**config.mk**
```make
export PLATFORM = sky130hd
export DESIGN_NAME = aes_sbox
export DESIGN_NICKNAME = d
export VERILOG_FILES = /design/src/rtl/aes_pkg.sv /design/src/rtl/aes_sbox.sv
export SDC_FILE = /design/constraint.sdc
export NUM_CORES = 1
export LEC_CHECK = 0
export ABC_AREA = 1
export BUFFER_PORTS_ARGS = -buffer_cell sky130_fd_sc_hd__buf_2
export CORE_MARGIN = 3
export CORE_UTILIZATION = 35
export CTS_BUF_LIST = sky130_fd_sc_hd__clkbuf_4 sky130_fd_sc_hd__clkbuf_8
export CTS_CLUSTER_DIAMETER = 200
export DETAILED_ROUTE_END_ITERATION = 8
export GPL_TIMING_DRIVEN = 0
export PLACE_DENSITY_LB_ADDON = 0.05
export SKIP_CTS_REPAIR_TIMING = 1
export SYNTH_ARGS = -nofsm -noshare
export SYNTH_HDL_FRONTEND = slang
export SYNTH_SLANG_ARGS = --single-unit
```
**constraint.sdc**
```tcl
create_clock -name clk -period 0.92 [get_ports clk]
set_input_delay 0.184 -clock clk [delete_from_list [all_inputs] [get_ports clk]]
set_output_delay 0.184 -clock clk [all_outputs]
set_load 0.02 [all_outputs]
```
**src/rtl/aes_pkg.sv**
```systemverilog
// aes_pkg: shared FIPS-197 forward and inverse S-box tables as 256-way lookup functions
package aes_pkg;

    function automatic logic [7:0] aes_sbox_fwd(input logic [7:0] x);
        logic [7:0] s;
        case (x)
            8'h00: s = 8'h63; 8'h01: s = 8'h7c; 8'h02: s = 8'h77; 8'h03: s = 8'h7b; 8'h04: s = 8'hf2; 8'h05: s = 8'h6b; 8'h06: s = 8'h6f; 8'h07: s = 8'hc5;
            8'h08: s = 8'h30; 8'h09: s = 8'h01; 8'h0a: s = 8'h67; 8'h0b: s = 8'h2b; 8'h0c: s = 8'hfe; 8'h0d: s = 8'hd7; 8'h0e: s = 8'hab; 8'h0f: s = 8'h76;
            8'h10: s = 8'hca; 8'h11: s = 8'h82; 8'h12: s = 8'hc9; 8'h13: s = 8'h7d; 8'h14: s = 8'hfa; 8'h15: s = 8'h59; 8'h16: s = 8'h47; 8'h17: s = 8'hf0;
            8'h18: s = 8'had; 8'h19: s = 8'hd4; 8'h1a: s = 8'ha2; 8'h1b: s = 8'haf; 8'h1c: s = 8'h9c; 8'h1d: s = 8'ha4; 8'h1e: s = 8'h72; 8'h1f: s = 8'hc0;
            8'h20: s = 8'hb7; 8'h21: s = 8'hfd; 8'h22: s = 8'h93; 8'h23: s = 8'h26; 8'h24: s = 8'h36; 8'h25: s = 8'h3f; 8'h26: s = 8'hf7; 8'h27: s = 8'hcc;
            8'h28: s = 8'h34; 8'h29: s = 8'ha5; 8'h2a: s = 8'he5; 8'h2b: s = 8'hf1; 8'h2c: s = 8'h71; 8'h2d: s = 8'hd8; 8'h2e: s = 8'h31; 8'h2f: s = 8'h15;
            8'h30: s = 8'h04; 8'h31: s = 8'hc7; 8'h32: s = 8'h23; 8'h33: s = 8'hc3; 8'h34: s = 8'h18; 8'h35: s = 8'h96; 8'h36: s = 8'h05; 8'h37: s = 8'h9a;
            8'h38: s = 8'h07; 8'h39: s = 8'h12; 8'h3a: s = 8'h80; 8'h3b: s = 8'he2; 8'h3c: s = 8'heb; 8'h3d: s = 8'h27; 8'h3e: s = 8'hb2; 8'h3f: s = 8'h75;
            8'h40: s = 8'h09; 8'h41: s = 8'h83; 8'h42: s = 8'h2c; 8'h43: s = 8'h1a; 8'h44: s = 8'h1b; 8'h45: s = 8'h6e; 8'h46: s = 8'h5a; 8'h47: s = 8'ha0;
            8'h48: s = 8'h52; 8'h49: s = 8'h3b; 8'h4a: s = 8'hd6; 8'h4b: s = 8'hb3; 8'h4c: s = 8'h29; 8'h4d: s = 8'he3; 8'h4e: s = 8'h2f; 8'h4f: s = 8'h84;
            8'h50: s = 8'h53; 8'h51: s = 8'hd1; 8'h52: s = 8'h00; 8'h53: s = 8'hed; 8'h54: s = 8'h20; 8'h55: s = 8'hfc; 8'h56: s = 8'hb1; 8'h57: s = 8'h5b;
            8'h58: s = 8'h6a; 8'h59: s = 8'hcb; 8'h5a: s = 8'hbe; 8'h5b: s = 8'h39; 8'h5c: s = 8'h4a; 8'h5d: s = 8'h4c; 8'h5e: s = 8'h58; 8'h5f: s = 8'hcf;
            8'h60: s = 8'hd0; 8'h61: s = 8'hef; 8'h62: s = 8'haa; 8'h63: s = 8'hfb; 8'h64: s = 8'h43; 8'h65: s = 8'h4d; 8'h66: s = 8'h33; 8'h67: s = 8'h85;
            8'h68: s = 8'h45; 8'h69: s = 8'hf9; 8'h6a: s = 8'h02; 8'h6b: s = 8'h7f; 8'h6c: s = 8'h50; 8'h6d: s = 8'h3c; 8'h6e: s = 8'h9f; 8'h6f: s = 8'ha8;
            8'h70: s = 8'h51; 8'h71: s = 8'ha3; 8'h72: s = 8'h40; 8'h73: s = 8'h8f; 8'h74: s = 8'h92; 8'h75: s = 8'h9d; 8'h76: s = 8'h38; 8'h77: s = 8'hf5;
            8'h78: s = 8'hbc; 8'h79: s = 8'hb6; 8'h7a: s = 8'hda; 8'h7b: s = 8'h21; 8'h7c: s = 8'h10; 8'h7d: s = 8'hff; 8'h7e: s = 8'hf3; 8'h7f: s = 8'hd2;
            8'h80: s = 8'hcd; 8'h81: s = 8'h0c; 8'h82: s = 8'h13; 8'h83: s = 8'hec; 8'h84: s = 8'h5f; 8'h85: s = 8'h97; 8'h86: s = 8'h44; 8'h87: s = 8'h17;
            8'h88: s = 8'hc4; 8'h89: s = 8'ha7; 8'h8a: s = 8'h7e; 8'h8b: s = 8'h3d; 8'h8c: s = 8'h64; 8'h8d: s = 8'h5d; 8'h8e: s = 8'h19; 8'h8f: s = 8'h73;
            8'h90: s = 8'h60; 8'h91: s = 8'h81; 8'h92: s = 8'h4f; 8'h93: s = 8'hdc; 8'h94: s = 8'h22; 8'h95: s = 8'h2a; 8'h96: s = 8'h90; 8'h97: s = 8'h88;
            8'h98: s = 8'h46; 8'h99: s = 8'hee; 8'h9a: s = 8'hb8; 8'h9b: s = 8'h14; 8'h9c: s = 8'hde; 8'h9d: s = 8'h5e; 8'h9e: s = 8'h0b; 8'h9f: s = 8'hdb;
            8'ha0: s = 8'he0; 8'ha1: s = 8'h32; 8'ha2: s = 8'h3a; 8'ha3: s = 8'h0a; 8'ha4: s = 8'h49; 8'ha5: s = 8'h06; 8'ha6: s = 8'h24; 8'ha7: s = 8'h5c;
            8'ha8: s = 8'hc2; 8'ha9: s = 8'hd3; 8'haa: s = 8'hac; 8'hab: s = 8'h62; 8'hac: s = 8'h91; 8'had: s = 8'h95; 8'hae: s = 8'he4; 8'haf: s = 8'h79;
            8'hb0: s = 8'he7; 8'hb1: s = 8'hc8; 8'hb2: s = 8'h37; 8'hb3: s = 8'h6d; 8'hb4: s = 8'h8d; 8'hb5: s = 8'hd5; 8'hb6: s = 8'h4e; 8'hb7: s = 8'ha9;
            8'hb8: s = 8'h6c; 8'hb9: s = 8'h56; 8'hba: s = 8'hf4; 8'hbb: s = 8'hea; 8'hbc: s = 8'h65; 8'hbd: s = 8'h7a; 8'hbe: s = 8'hae; 8'hbf: s = 8'h08;
            8'hc0: s = 8'hba; 8'hc1: s = 8'h78; 8'hc2: s = 8'h25; 8'hc3: s = 8'h2e; 8'hc4: s = 8'h1c; 8'hc5: s = 8'ha6; 8'hc6: s = 8'hb4; 8'hc7: s = 8'hc6;
            8'hc8: s = 8'he8; 8'hc9: s = 8'hdd; 8'hca: s = 8'h74; 8'hcb: s = 8'h1f; 8'hcc: s = 8'h4b; 8'hcd: s = 8'hbd; 8'hce: s = 8'h8b; 8'hcf: s = 8'h8a;
            8'hd0: s = 8'h70; 8'hd1: s = 8'h3e; 8'hd2: s = 8'hb5; 8'hd3: s = 8'h66; 8'hd4: s = 8'h48; 8'hd5: s = 8'h03; 8'hd6: s = 8'hf6; 8'hd7: s = 8'h0e;
            8'hd8: s = 8'h61; 8'hd9: s = 8'h35; 8'hda: s = 8'h57; 8'hdb: s = 8'hb9; 8'hdc: s = 8'h86; 8'hdd: s = 8'hc1; 8'hde: s = 8'h1d; 8'hdf: s = 8'h9e;
            8'he0: s = 8'he1; 8'he1: s = 8'hf8; 8'he2: s = 8'h98; 8'he3: s = 8'h11; 8'he4: s = 8'h69; 8'he5: s = 8'hd9; 8'he6: s = 8'h8e; 8'he7: s = 8'h94;
            8'he8: s = 8'h9b; 8'he9: s = 8'h1e; 8'hea: s = 8'h87; 8'heb: s = 8'he9; 8'hec: s = 8'hce; 8'hed: s = 8'h55; 8'hee: s = 8'h28; 8'hef: s = 8'hdf;
            8'hf0: s = 8'h8c; 8'hf1: s = 8'ha1; 8'hf2: s = 8'h89; 8'hf3: s = 8'h0d; 8'hf4: s = 8'hbf; 8'hf5: s = 8'he6; 8'hf6: s = 8'h42; 8'hf7: s = 8'h68;
            8'hf8: s = 8'h41; 8'hf9: s = 8'h99; 8'hfa: s = 8'h2d; 8'hfb: s = 8'h0f; 8'hfc: s = 8'hb0; 8'hfd: s = 8'h54; 8'hfe: s = 8'hbb; 8'hff: s = 8'h16;
        endcase
        return s;
    endfunction

    function automatic logic [7:0] aes_sbox_inv(input logic [7:0] x);
        logic [7:0] s;
        case (x)
            8'h00: s = 8'h52; 8'h01: s = 8'h09; 8'h02: s = 8'h6a; 8'h03: s = 8'hd5; 8'h04: s = 8'h30; 8'h05: s = 8'h36; 8'h06: s = 8'ha5; 8'h07: s = 8'h38;
            8'h08: s = 8'hbf; 8'h09: s = 8'h40; 8'h0a: s = 8'ha3; 8'h0b: s = 8'h9e; 8'h0c: s = 8'h81; 8'h0d: s = 8'hf3; 8'h0e: s = 8'hd7; 8'h0f: s = 8'hfb;
            8'h10: s = 8'h7c; 8'h11: s = 8'he3; 8'h12: s = 8'h39; 8'h13: s = 8'h82; 8'h14: s = 8'h9b; 8'h15: s = 8'h2f; 8'h16: s = 8'hff; 8'h17: s = 8'h87;
            8'h18: s = 8'h34; 8'h19: s = 8'h8e; 8'h1a: s = 8'h43; 8'h1b: s = 8'h44; 8'h1c: s = 8'hc4; 8'h1d: s = 8'hde; 8'h1e: s = 8'he9; 8'h1f: s = 8'hcb;
            8'h20: s = 8'h54; 8'h21: s = 8'h7b; 8'h22: s = 8'h94; 8'h23: s = 8'h32; 8'h24: s = 8'ha6; 8'h25: s = 8'hc2; 8'h26: s = 8'h23; 8'h27: s = 8'h3d;
            8'h28: s = 8'hee; 8'h29: s = 8'h4c; 8'h2a: s = 8'h95; 8'h2b: s = 8'h0b; 8'h2c: s = 8'h42; 8'h2d: s = 8'hfa; 8'h2e: s = 8'hc3; 8'h2f: s = 8'h4e;
            8'h30: s = 8'h08; 8'h31: s = 8'h2e; 8'h32: s = 8'ha1; 8'h33: s = 8'h66; 8'h34: s = 8'h28; 8'h35: s = 8'hd9; 8'h36: s = 8'h24; 8'h37: s = 8'hb2;
            8'h38: s = 8'h76; 8'h39: s = 8'h5b; 8'h3a: s = 8'ha2; 8'h3b: s = 8'h49; 8'h3c: s = 8'h6d; 8'h3d: s = 8'h8b; 8'h3e: s = 8'hd1; 8'h3f: s = 8'h25;
            8'h40: s = 8'h72; 8'h41: s = 8'hf8; 8'h42: s = 8'hf6; 8'h43: s = 8'h64; 8'h44: s = 8'h86; 8'h45: s = 8'h68; 8'h46: s = 8'h98; 8'h47: s = 8'h16;
            8'h48: s = 8'hd4; 8'h49: s = 8'ha4; 8'h4a: s = 8'h5c; 8'h4b: s = 8'hcc; 8'h4c: s = 8'h5d; 8'h4d: s = 8'h65; 8'h4e: s = 8'hb6; 8'h4f: s = 8'h92;
            8'h50: s = 8'h6c; 8'h51: s = 8'h70; 8'h52: s = 8'h48; 8'h53: s = 8'h50; 8'h54: s = 8'hfd; 8'h55: s = 8'hed; 8'h56: s = 8'hb9; 8'h57: s = 8'hda;
            8'h58: s = 8'h5e; 8'h59: s = 8'h15; 8'h5a: s = 8'h46; 8'h5b: s = 8'h57; 8'h5c: s = 8'ha7; 8'h5d: s = 8'h8d; 8'h5e: s = 8'h9d; 8'h5f: s = 8'h84;
            8'h60: s = 8'h90; 8'h61: s = 8'hd8; 8'h62: s = 8'hab; 8'h63: s = 8'h00; 8'h64: s = 8'h8c; 8'h65: s = 8'hbc; 8'h66: s = 8'hd3; 8'h67: s = 8'h0a;
            8'h68: s = 8'hf7; 8'h69: s = 8'he4; 8'h6a: s = 8'h58; 8'h6b: s = 8'h05; 8'h6c: s = 8'hb8; 8'h6d: s = 8'hb3; 8'h6e: s = 8'h45; 8'h6f: s = 8'h06;
            8'h70: s = 8'hd0; 8'h71: s = 8'h2c; 8'h72: s = 8'h1e; 8'h73: s = 8'h8f; 8'h74: s = 8'hca; 8'h75: s = 8'h3f; 8'h76: s = 8'h0f; 8'h77: s = 8'h02;
            8'h78: s = 8'hc1; 8'h79: s = 8'haf; 8'h7a: s = 8'hbd; 8'h7b: s = 8'h03; 8'h7c: s = 8'h01; 8'h7d: s = 8'h13; 8'h7e: s = 8'h8a; 8'h7f: s = 8'h6b;
            8'h80: s = 8'h3a; 8'h81: s = 8'h91; 8'h82: s = 8'h11; 8'h83: s = 8'h41; 8'h84: s = 8'h4f; 8'h85: s = 8'h67; 8'h86: s = 8'hdc; 8'h87: s = 8'hea;
            8'h88: s = 8'h97; 8'h89: s = 8'hf2; 8'h8a: s = 8'hcf; 8'h8b: s = 8'hce; 8'h8c: s = 8'hf0; 8'h8d: s = 8'hb4; 8'h8e: s = 8'he6; 8'h8f: s = 8'h73;
            8'h90: s = 8'h96; 8'h91: s = 8'hac; 8'h92: s = 8'h74; 8'h93: s = 8'h22; 8'h94: s = 8'he7; 8'h95: s = 8'had; 8'h96: s = 8'h35; 8'h97: s = 8'h85;
            8'h98: s = 8'he2; 8'h99: s = 8'hf9; 8'h9a: s = 8'h37; 8'h9b: s = 8'he8; 8'h9c: s = 8'h1c; 8'h9d: s = 8'h75; 8'h9e: s = 8'hdf; 8'h9f: s = 8'h6e;
            8'ha0: s = 8'h47; 8'ha1: s = 8'hf1; 8'ha2: s = 8'h1a; 8'ha3: s = 8'h71; 8'ha4: s = 8'h1d; 8'ha5: s = 8'h29; 8'ha6: s = 8'hc5; 8'ha7: s = 8'h89;
            8'ha8: s = 8'h6f; 8'ha9: s = 8'hb7; 8'haa: s = 8'h62; 8'hab: s = 8'h0e; 8'hac: s = 8'haa; 8'had: s = 8'h18; 8'hae: s = 8'hbe; 8'haf: s = 8'h1b;
            8'hb0: s = 8'hfc; 8'hb1: s = 8'h56; 8'hb2: s = 8'h3e; 8'hb3: s = 8'h4b; 8'hb4: s = 8'hc6; 8'hb5: s = 8'hd2; 8'hb6: s = 8'h79; 8'hb7: s = 8'h20;
            8'hb8: s = 8'h9a; 8'hb9: s = 8'hdb; 8'hba: s = 8'hc0; 8'hbb: s = 8'hfe; 8'hbc: s = 8'h78; 8'hbd: s = 8'hcd; 8'hbe: s = 8'h5a; 8'hbf: s = 8'hf4;
            8'hc0: s = 8'h1f; 8'hc1: s = 8'hdd; 8'hc2: s = 8'ha8; 8'hc3: s = 8'h33; 8'hc4: s = 8'h88; 8'hc5: s = 8'h07; 8'hc6: s = 8'hc7; 8'hc7: s = 8'h31;
            8'hc8: s = 8'hb1; 8'hc9: s = 8'h12; 8'hca: s = 8'h10; 8'hcb: s = 8'h59; 8'hcc: s = 8'h27; 8'hcd: s = 8'h80; 8'hce: s = 8'hec; 8'hcf: s = 8'h5f;
            8'hd0: s = 8'h60; 8'hd1: s = 8'h51; 8'hd2: s = 8'h7f; 8'hd3: s = 8'ha9; 8'hd4: s = 8'h19; 8'hd5: s = 8'hb5; 8'hd6: s = 8'h4a; 8'hd7: s = 8'h0d;
            8'hd8: s = 8'h2d; 8'hd9: s = 8'he5; 8'hda: s = 8'h7a; 8'hdb: s = 8'h9f; 8'hdc: s = 8'h93; 8'hdd: s = 8'hc9; 8'hde: s = 8'h9c; 8'hdf: s = 8'hef;
            8'he0: s = 8'ha0; 8'he1: s = 8'he0; 8'he2: s = 8'h3b; 8'he3: s = 8'h4d; 8'he4: s = 8'hae; 8'he5: s = 8'h2a; 8'he6: s = 8'hf5; 8'he7: s = 8'hb0;
            8'he8: s = 8'hc8; 8'he9: s = 8'heb; 8'hea: s = 8'hbb; 8'heb: s = 8'h3c; 8'hec: s = 8'h83; 8'hed: s = 8'h53; 8'hee: s = 8'h99; 8'hef: s = 8'h61;
            8'hf0: s = 8'h17; 8'hf1: s = 8'h2b; 8'hf2: s = 8'h04; 8'hf3: s = 8'h7e; 8'hf4: s = 8'hba; 8'hf5: s = 8'h77; 8'hf6: s = 8'hd6; 8'hf7: s = 8'h26;
            8'hf8: s = 8'he1; 8'hf9: s = 8'h69; 8'hfa: s = 8'h14; 8'hfb: s = 8'h63; 8'hfc: s = 8'h55; 8'hfd: s = 8'h21; 8'hfe: s = 8'h0c; 8'hff: s = 8'h7d;
        endcase
        return s;
    endfunction

endpackage

```
**src/rtl/aes_sbox.sv**
```systemverilog
// aes_sbox: registered AES S-box lookup of {row, col}; INVERSE selects SubBytes or InvSubBytes
module aes_sbox
    import aes_pkg::*;
#(
    parameter bit INVERSE = 1'b0
) (
    input  logic       clk,
    input  logic       reset,
    input  logic [3:0] row,
    input  logic [3:0] col,
    output logic [7:0] out_byte
);
    logic [7:0] lut;

    generate
        if (INVERSE) begin : g_inv
            assign lut = aes_sbox_inv({row, col});
        end else begin : g_fwd
            assign lut = aes_sbox_fwd({row, col});
        end
    endgenerate

    // output flop; 8'h00 on reset is also a legitimate table value, not an idle marker
    always_ff @(posedge clk or negedge reset) begin
        if (!reset) out_byte <= 8'h00;
        else out_byte <= lut;
    end
endmodule

```
==> reports/metrics.yaml, run 1 <==
status: "complete, but fails checks"
violations: "negative setup slack"
drtIter0Drc: 1462
final.setup.tns_ns: -5.28
wl_met1_mm: 7.34
final_common_cell: "nand2_1"
clockBufferDepth: 2
final_cell_mix: "212 x nand2_1, 182 x nand3_1, 38 x nor2_1, 27 x a21oi_1, 25 x inv_1"
max_freq_ghz: 0.607
fillers: 949
die_w_um: 103
cts_tree: "built"
critPathArrivalTime_ns: 1.80
dr.pass1.iters: 7
finalHoldViolCount: 0
multi_input_area_um2: 3090
nNetsFinal: 724
grt_pass1_wl_mm: 31.1
die-area_um2: 10600
cts.clk_slew.worst_paths_ns: 0.04
synth_mux_area_share_pct: 0
path_max_fanout: 10
antenna_found_initial: 0
hold_ws_ns: 0.339
grt_pass1_vias: 4982
syn_area_um2: 3290
grt_util_all_layers_pct: 40.3
num_vias: 5656
wl_per_cell_um: 27.1
syn_to_final_growth_pct: 30.2
synth_top_family_by_area: "simple AND/OR/NAND/NOR gates"
numCtsBuffers: 3
syn_inst: 660
wl_met3_mm: 3.95
hold_class: "in2async"
drc: 0
die_y_um: 103
slew_viol_final: 0
cp_data_required_time_ns: 1.08
antenna_cells: 0
worstSetupStartpointType: "input port"
setup_viol: 8
synthSimpleGateAreaFrac_pct: 68.8
cts_root_buffer: "clkbuf_8"
htreeDepth: 1
viasPerCell: 7.03
seqCellArea_um2: 200
placed_cell_area_um2: 3560
post-route-util_pct: 47.9
ios: 18
post-dp-hpwl_mm: 15.0
synth_xor_area_share_pct: 0
setup_ws_ns: -0.726
pre_cts_slack_ns: -1.26
core_area_um2: 8930
start_util_pct: 36.8
grt_max_degree: 14
slew_headroom_pct: 35.4
largest_reg_flops: 8
end_kind: "flop"
synth_compound_area_share_pct: 7.65
highest_layer: "met4"
drv_cap: 0
p_leak_nw: 2.19
synth_seq_cells: 8
finalWirelength_mm: 21.8
worstMarginPinSlew_ns: 0.966
ant_nets: 0
top_regs: "out_byte: 8 flops"
finalCriticalPeriod_ns: 1.65
drive_gt1_share_pct: 24.1
routed-wl-met2_mm: 7.99
syn_area_per_cell_um2: 4.98
rsz0062_at_grt: "true"
yosysWarnings: 0
synth.distinct_cells: 27
stdcell_area_um2: 4280
top_register: "out_byte"
crit_type: "in2reg"
powerDensity_nw_per_um2: 849
place_congestion: 1.15
ys_seq_area_share_pct: 6.09
synth_nets: 685
fin_crit_sh_pct: 179
vdd_drop_max_mv: 0.599
port_buffers: 14
synth_adder_area_share_pct: 5.71
rows: 34
cts.sinks: 8
grt_overflow_total: 0
synth_stat cells (all sizes together):
cell type,n,area [um2]
o211ai,2,15.0
inv,34,133
nand3,202,1010
o21ai,15,75.1
clkbuf,8,30.0
nand4,8,50.1
o21a,1,7.51
ha,15,188
nand2,248,981
or2,1,6.26
buf,37,224
nor3,1,5.00
nor2,50,210
a21oi,30,154
dfrtp,8,200
metrics by stage:
step / power (mW) / instances
after floorplan: 1.86 / 660
after global placement: 2.67 / 782
after detailed placement: 2.61 / 782
after CTS: 3.03 / 785
after global routing: 3.75 / 805
final: 3.64 / 805
cell families (layout without fill, tap and decap cells):
group,after synthesis,in the layout
adder cells (fa/ha/maj),15,15
AND/OR/NAND/NOR,510,510
buffers and inverters,79,116
AO/OA/AOI/OAI,48,48
flip-flops,8,8
layout make-up:
class | instances | area share, %
inverters | 34 | 3.74
clock buffers | 3 | 0.964
repair buffers | 34 | 7.54
multi-input cells | 573 | 72.1
well taps | 108 | 3.16
plain buffers | 45 | 7.83
flip-flops and latches | 8 | 4.68
worst max-delay path by stage:
stage	from	endpoint
floorplan	col[0]	out_byte[3]
CTS	col[1]	out_byte[3]
detailed placement	col[1]	out_byte[3]
global placement	col[1]	out_byte[1]
global route	col[0]	out_byte[3]
finish	row[1]	out_byte[1]
report_power, final:
part | internal [mW] | total (mW) | switching (mW)
clock network | 0.283 | 0.410 | 0.127
registers | 0.401 | 0.418 | 0.0173
logic | 0.886 | 2.81 | 1.92
total | 1.57 | 3.64 | 2.07
metal layers:
layer	track usage [%]	vias to the layer above
met5	0	-
met3	16.8	254
li1	-	2279
met1	52.0	2457
met2	53.5	666
met4	27.9	0
critical path, stage by stage:
cell,delay (ns)
buf_2,0.11
inv_1,0.23
buf_2,0.36
clkbuf_2,0.38
nand3_1,0.24
nand3_1,0.14
nand3_1,0.07
nand2_1,0.09
No activity file was read; power rests on OpenSTA's default activity.
==> run 2: changes to the inputs <==
- CORE_ASPECT_RATIO: unset -> 0.5
- REMOVE_ABC_BUFFERS: unset -> 1
- clock period: 0.92 -> 1.57 ns (I/O delays scaled with it)
==> run 2 against run 1 <==
  * The flow still finishes with violations (negative setup slack)
  * First-iteration DRC count down 19%
  * Cell count down 3.6%
  * Core utilization down 2.1 points
  * Via count down 12%
  * Flip-flop and latch count unchanged
  * Final area down 4.6%
  * Highest routed layer is now met5
  * Combinational power down 47%
==> reports/metrics.yaml, run 2 (same netlist as run 1, synthesis figures left out) <==
dr.pass1.iters: 5  # was 7
die_w_um: 143  # was 103 um
worstSetupStartpointType: "input port"  # unchanged
post-route-util_pct: 45.8  # was 47.9%
start_util_pct: 36.9  # was 36.8%
setup_ws_ns: -0.141  # was -0.726 ns
powerDensity_nw_per_um2: 479  # was 849 nW/um2
slew_viol_final: 0  # unchanged
htreeDepth: 1  # unchanged
rows: 24  # was 34
cts_tree: "built"  # unchanged
status: "complete, but fails checks"  # unchanged
violations: "negative setup slack"  # unchanged
die-area_um2: 10700  # was 10,600 um2
cts.clk_slew.worst_paths_ns: 0.04  # about the same
end_kind: "flop"  # unchanged
worstMarginPinSlew_ns: 0.564  # was 0.966 ns
core_area_um2: 8920  # was 8930 um2
placed_cell_area_um2: 3270  # was 3560 um2
largest_reg_flops: 8  # unchanged
crit_type: "in2reg"  # unchanged
cts.sinks: 8  # unchanged
pre_cts_slack_ns: -1.55  # was -1.26 ns
drc: 0  # unchanged
cp_data_required_time_ns: 1.66  # was 1.08 ns
finalWirelength_mm: 18.5  # was 21.8 mm
cts_root_buffer: "clkbuf_8"  # unchanged
max_stage_delay_ns: 0.20  # was 0.38 ns
drv_cap: 0  # unchanged
syn_to_final_growth_pct: 24.2  # was 30.2%
cp_slowest_cell: "clkbuf_4"  # was clkbuf_2
total_power_mw: 1.96  # was 3.64 mW
finalHoldViolCount: 0  # unchanged
grt_util_all_layers_pct: 32.5  # was 40.3%
clockBufferDepth: 2  # unchanged
numCtsBuffers: 3  # unchanged
slew_headroom_pct: 62.4  # was 35.4%
post-dp-hpwl_mm: 12.0  # was 15.0 mm
drive_gt1_share_pct: 19.7  # was 24.1%
p_leak_nw: 2.02  # was 2.19 nW
place_congestion: 1.02  # was 1.15
antenna_found_initial: 1  # was 0
hold_ws_ns: 0.461  # was 0.339 ns
path_max_fanout: 9  # was 10
final_common_cell: "nand2_1"  # unchanged
vdd_drop_max_mv: 0.229  # was 0.599 mV
viasPerCell: 6.41  # was 7.03
grt_pass1_vias: 4148  # was 4,982
nNetsFinal: 686  # was 724
max_freq_ghz: 0.584
finalCriticalPeriod_ns: 1.71
drtIter0Drc: 1188  # was 1,462
fin_crit_sh_pct: 109
wl_per_cell_um: 23.9  # was 27.1 um
top_register: "out_byte"  # unchanged
setup_viol: 8  # unchanged
ant_nets: 0  # unchanged
rsz0062_at_grt: "true"  # unchanged
ios: 18  # unchanged
grt_max_degree: 88  # was 14
port_buffers: 17  # was 14
stdcell_area_um2: 4090  # was 4280 um2
path_common_cell: "nand3_1"  # unchanged
critPathArrivalTime_ns: 1.80  # about the same
num_vias: 4976  # was 5,656
final_cell_mix: "215 x nand2_1, 185 x nand3_1, 37 x nor2_1, 26 x a21oi_1, 24 x inv_1"  # was 212 x nand2_1, 182 x nand3_1, 38 x nor2_1, 27 x a21oi_1, 25 x inv_1
crit_chain: "buf_16 -> clkbuf_4 -> buf_4 -> nand2_4 -> inv_1 -> o21ai_0 -> nand3_1 -> nand2_1 -> nand3_1 -> nand3_1 -> nand2_1"  # was buf_2 -> inv_1 -> buf_2 -> clkbuf_2 -> nand3_1 -> nand3_1 -> nand3_1 -> nand2_1
hold_class: "in2async"  # unchanged
grt_overflow_total: 0  # unchanged
antenna_cells: 0  # unchanged
die_y_um: 74.6  # was 103 um
top_regs: "out_byte: 8 flops"  # unchanged
grt_pass1_wl_mm: 25.8  # was 31.1 mm
[run 2: layer usage]
layer / GRT usage, % / vias to the layer above / part of all wire (%)
li1: - / 2200 / -
met4: 7.69 / 2 / 2.4
met3: 15.7 / 63 / 19
met5: 0 / - / 0.049
met2: 44.3 / 455 / 39
met1: 45.5 / 2256 / 40
[run 2: worst max-delay path: cells and delay by family]
| kind | cells | cell delay (ns) |
|---|---|---|
| simple gates | 6 | 0.72 |
| buf+inv | 4 | 0.60 |
| compound gates | 1 | 0.16 |
[run 2: report_power, final]
part           switching, mW  internal [mW]
Clock                 0.0684          0.165
Sequential           0.00474          0.235
Combinational           1.03          0.454
Total                   1.10          0.854
[run 2: path summary, 6_finish.rpt]
check / startpoint / endpoint / depth (start not counted)
max in group asynchronous: reset / out_byte[2] / 2
min in group clk: row[3] / out_byte[6] / 3
setup / recovery: col[1] / out_byte[2] / 11
hold / removal: reset / out_byte[4] / 2
[run 2: metrics by stage]
stage	cells	TNS [ns]
3_5_place_dp	749	-12.03
3_3_place_gp	749	-12.59
4_1_cts	752	-10.13
2_1_floorplan	615	-0.424
5_1_grt	776	-0.903
6_report	776	-0.870
[run 2: area by class of cell]
cell class,count,area [um2]
fillers,985,4830
multi-input cells,573,3060
repair buffers,40,417
inverters,34,218
flip-flops and latches,8,200
well taps,117,146
clock buffers,3,41.3
repair inverters,1,7.51
==> run 3: changes to the inputs <==
- ABC_AREA: 1 -> unset
==> run 3 against run 2 <==
  * The run still ends with negative setup slack left
  * Maximum frequency is 21% lower
  * Sequential power barely moved
  * Largest power group unchanged
  * Combinational power rose by 9%
  * Cell count fell by 9.9%
  * Critical path depth is 4 lower
  * Flip-flop and latch count did not move
==> reports/metrics.yaml, run 3 <==
ios: 18  # unchanged
critPathBufInv: 2  # was 4
cp_data_required_time_ns: 1.65  # was 1.66 ns
grt_pass1_wl_mm: 27.3  # was 25.8 mm
dr.pass1.iters: 6  # was 5
final_cell_mix: "52 x nand2_1, 42 x o21ai_0, 42 x a21oi_1, 35 x nor2_1, 34 x buf_4"  # was 215 x nand2_1, 185 x nand3_1, 37 x nor2_1, 26 x a21oi_1, 24 x inv_1
post-route-util_pct: 46.3  # was 45.8%
synth_seq_cells: 8  # unchanged
p_leak_nw: 1.56  # was 2.02 nW
grt_max_degree: 99  # was 88
hold_ws_ns: 0.464  # was 0.461 ns
die-area_um2: 11900  # was 10,700 um2
finalHoldViolCount: 0  # unchanged
drc: 0  # unchanged
die_y_um: 78.7  # was 74.6 um
setup_ws_ns: -0.598  # was -0.141 ns
yosysWarnings: 0  # unchanged
path_max_fanout: 82  # was 9
die_w_um: 151  # was 143 um
violations: "negative setup slack"  # unchanged
grt_overflow_total: 0  # unchanged
placedCellCount: 651  # was 749
fillers: 1011  # was 985
yosys_most_used_dff: "dfrtp_1"  # unchanged
nNetsFinal: 591  # was 686
end_kind: "flop"  # unchanged
synth_area_leaders: "o21ai_0 6.5%, a21oi_1 6.0%, dfrtp_1 5.4%, nand2_1 5.3%, ha_1 5.1%"  # was nand3_1 31%, nand2_1 26%, dfrtp_1 6.1%, ha_1 5.7%, nor2_1 5.1%
worstMarginPinSlew_ns: 0.586  # was 0.564 ns
synth.distinct_cells: 71  # was 27
cts.clk_slew.worst_paths_ns: 0.04  # about the same
worstSetupStartpointType: "input port"  # unchanged
status: "complete, but fails checks"  # unchanged
syn_to_final_growth_pct: 23.3  # was 24.2%
max_stage_delay_ns: 0.43  # was 0.20 ns
crit_family: "simple AND/OR/NAND/NOR gates"  # unchanged
cts.sinks: 8  # unchanged
rows: 25  # was 24
drv_cap: 0  # unchanged
grt_util_all_layers_pct: 29.9  # was 32.5%
top_register: "out_byte"  # unchanged
syn_inst: 573  # was 660
yosys.area.top_type: "o21ai_0"  # was nand3_1
netlist.area_leader.share_pct: 6.50  # was 30.7%
startpoint: "row[0]"  # was col[1]
finalWirelength_mm: 20.4  # was 18.5 mm
cts_root_buffer: "clkbuf_8"  # unchanged
setup_viol: 8  # unchanged
grt_pass1_vias: 4164  # was 4,148
placed_cell_area_um2: 3570  # was 3270 um2
slew_headroom_pct: 60.9  # was 62.4%
largest_reg_flops: 8  # unchanged
antenna_cells: 0  # unchanged
top_regs: "out_byte: 8 flops"  # unchanged
drive_gt1_share_pct: 25.5  # was 19.7%
syn_area_per_cell_um2: 6.45  # was 4.98 um2
async_reset_ff_share_pct: 100  # unchanged
seqCellArea_um2: 200  # unchanged
syn_area_um2: 3700  # was 3290 um2
critPathArrivalTime_ns: 2.25  # was 1.80 ns
antenna_found_initial: 1  # unchanged
wl_per_cell_um: 29.2  # was 23.9 um
multi_input_area_um2: 3440  # was 3060 um2
fin_crit_sh_pct: 138  # was 109%
htreeDepth: 1  # unchanged
hold_class: "in2async"  # unchanged
ys_seq_area_share_pct: 5.41  # was 6.09%
viasPerCell: 7.38  # was 6.41
drtIter0Drc: 1103  # was 1,188
cp_slowest_cell: "nor2_2"  # was clkbuf_4
crit_type: "in2reg"  # unchanged
core_area_um2: 9850  # was 8920 um2
start_util_pct: 37.5  # was 36.9%
numCtsBuffers: 3  # unchanged
synth_most_common_cell: "nand2_1"  # unchanged
final_common_cell: "nand2_1"  # unchanged
slew_viol_final: 0  # unchanged
stdcell_area_um2: 4560  # was 4090 um2
synth_edf_count: 0  # unchanged
post-dp-hpwl_mm: 12.1  # was 12.0 mm
clockBufferDepth: 2  # unchanged
rsz0062_at_grt: "true"  # unchanged
vdd_drop_max_mv: 0.285  # was 0.229 mV
finalCriticalPeriod_ns: 2.17  # was 1.71 ns
ys_top_cells_by_count: "52 x nand2_1, 48 x o21ai_0, 44 x a21oi_1, 39 x nor2_1, 34 x buf_2"  # was 232 x nand2_1, 202 x nand3_1, 45 x nor2_1, 29 x a21oi_1, 29 x inv_1
crit_chain: "buf_12 -> clkinvlp_4 -> nor2_2 -> o21ai_0 -> nand4_1 -> o22ai_2 -> or3_4"  # was buf_16 -> clkbuf_4 -> buf_4 -> nand2_4 -> inv_1 -> o21ai_0 -> nand3_1 -> nand2_1 -> nand3_1 -> nand3_1 -> nand2_1
place_congestion: 0.972  # was 1.02
ant_nets: 0  # unchanged
max_freq_ghz: 0.461  # was 0.584 GHz
cts_tree: "built"  # unchanged
powerDensity_nw_per_um2: 459  # was 479 nW/um2
fin_cells: 699  # was 776
num_vias: 5157  # was 4,976
port_buffers: 17  # unchanged
## run 3: final cells by class
| cell class | count | area share (%) |
|---|---|---|
| clock buffers | 3 | 0.905 |
| multi-input cells | 482 | 75.5 |
| inverters | 8 | 1.15 |
| repair buffers | 63 | 14.4 |
| well taps | 135 | 3.70 |
| flip-flops and latches | 8 | 4.39 |
## run 3: kinds of logic (layout without fill, tap and decap cells)
kind of cell | count (synthesis) | count (layout) | synth area share (%)
compound gates | 244 | 244 | 44.7
xor+xnor | 2 | 2 | 0.474
fa+ha+maj | 15 | 15 | 5.07
buf+inv | 83 | 74 | 12.1
flops | 8 | 8 | 5.41
mux | 10 | 10 | 3.11
simple gates | 211 | 211 | 29.1
## run 3: worst max-delay path by stage
stage / to / depth (start not counted)
global route: out_byte[2] / 10
finish: out_byte[2] / 7
floorplan: out_byte[5] / 7
CTS: out_byte[1] / 9
detailed placement: out_byte[1] / 9
global placement: out_byte[6] / 7
## run 3: layer usage
metal	track usage, %	routed length [um]
met1	43.5	8150
met5	0	51
met2	40.9	7940
met4	5.42	502
met3	12.3	3740
## run 3: per-stage QoR
step | power (mW) | TNS (ns) | setup WS, ns
after global placement | 1.47 | -21.92 | -3.04
after detailed placement | 1.44 | -17.29 | -2.27
final | 2.10 | -4.22 | -0.598
after floorplan | 0.926 | -4.03 | -0.592
after global routing | 2.17 | -4.40 | -0.595
after CTS | 1.68 | -15.50 | -2.04
## run 3: power by group
group | internal [mW] | switching, mW | total [mW]
Sequential | 0.237 | 0.00515 | 0.242
Clock | 0.165 | 0.0656 | 0.230
Combinational | 0.590 | 1.03 | 1.62
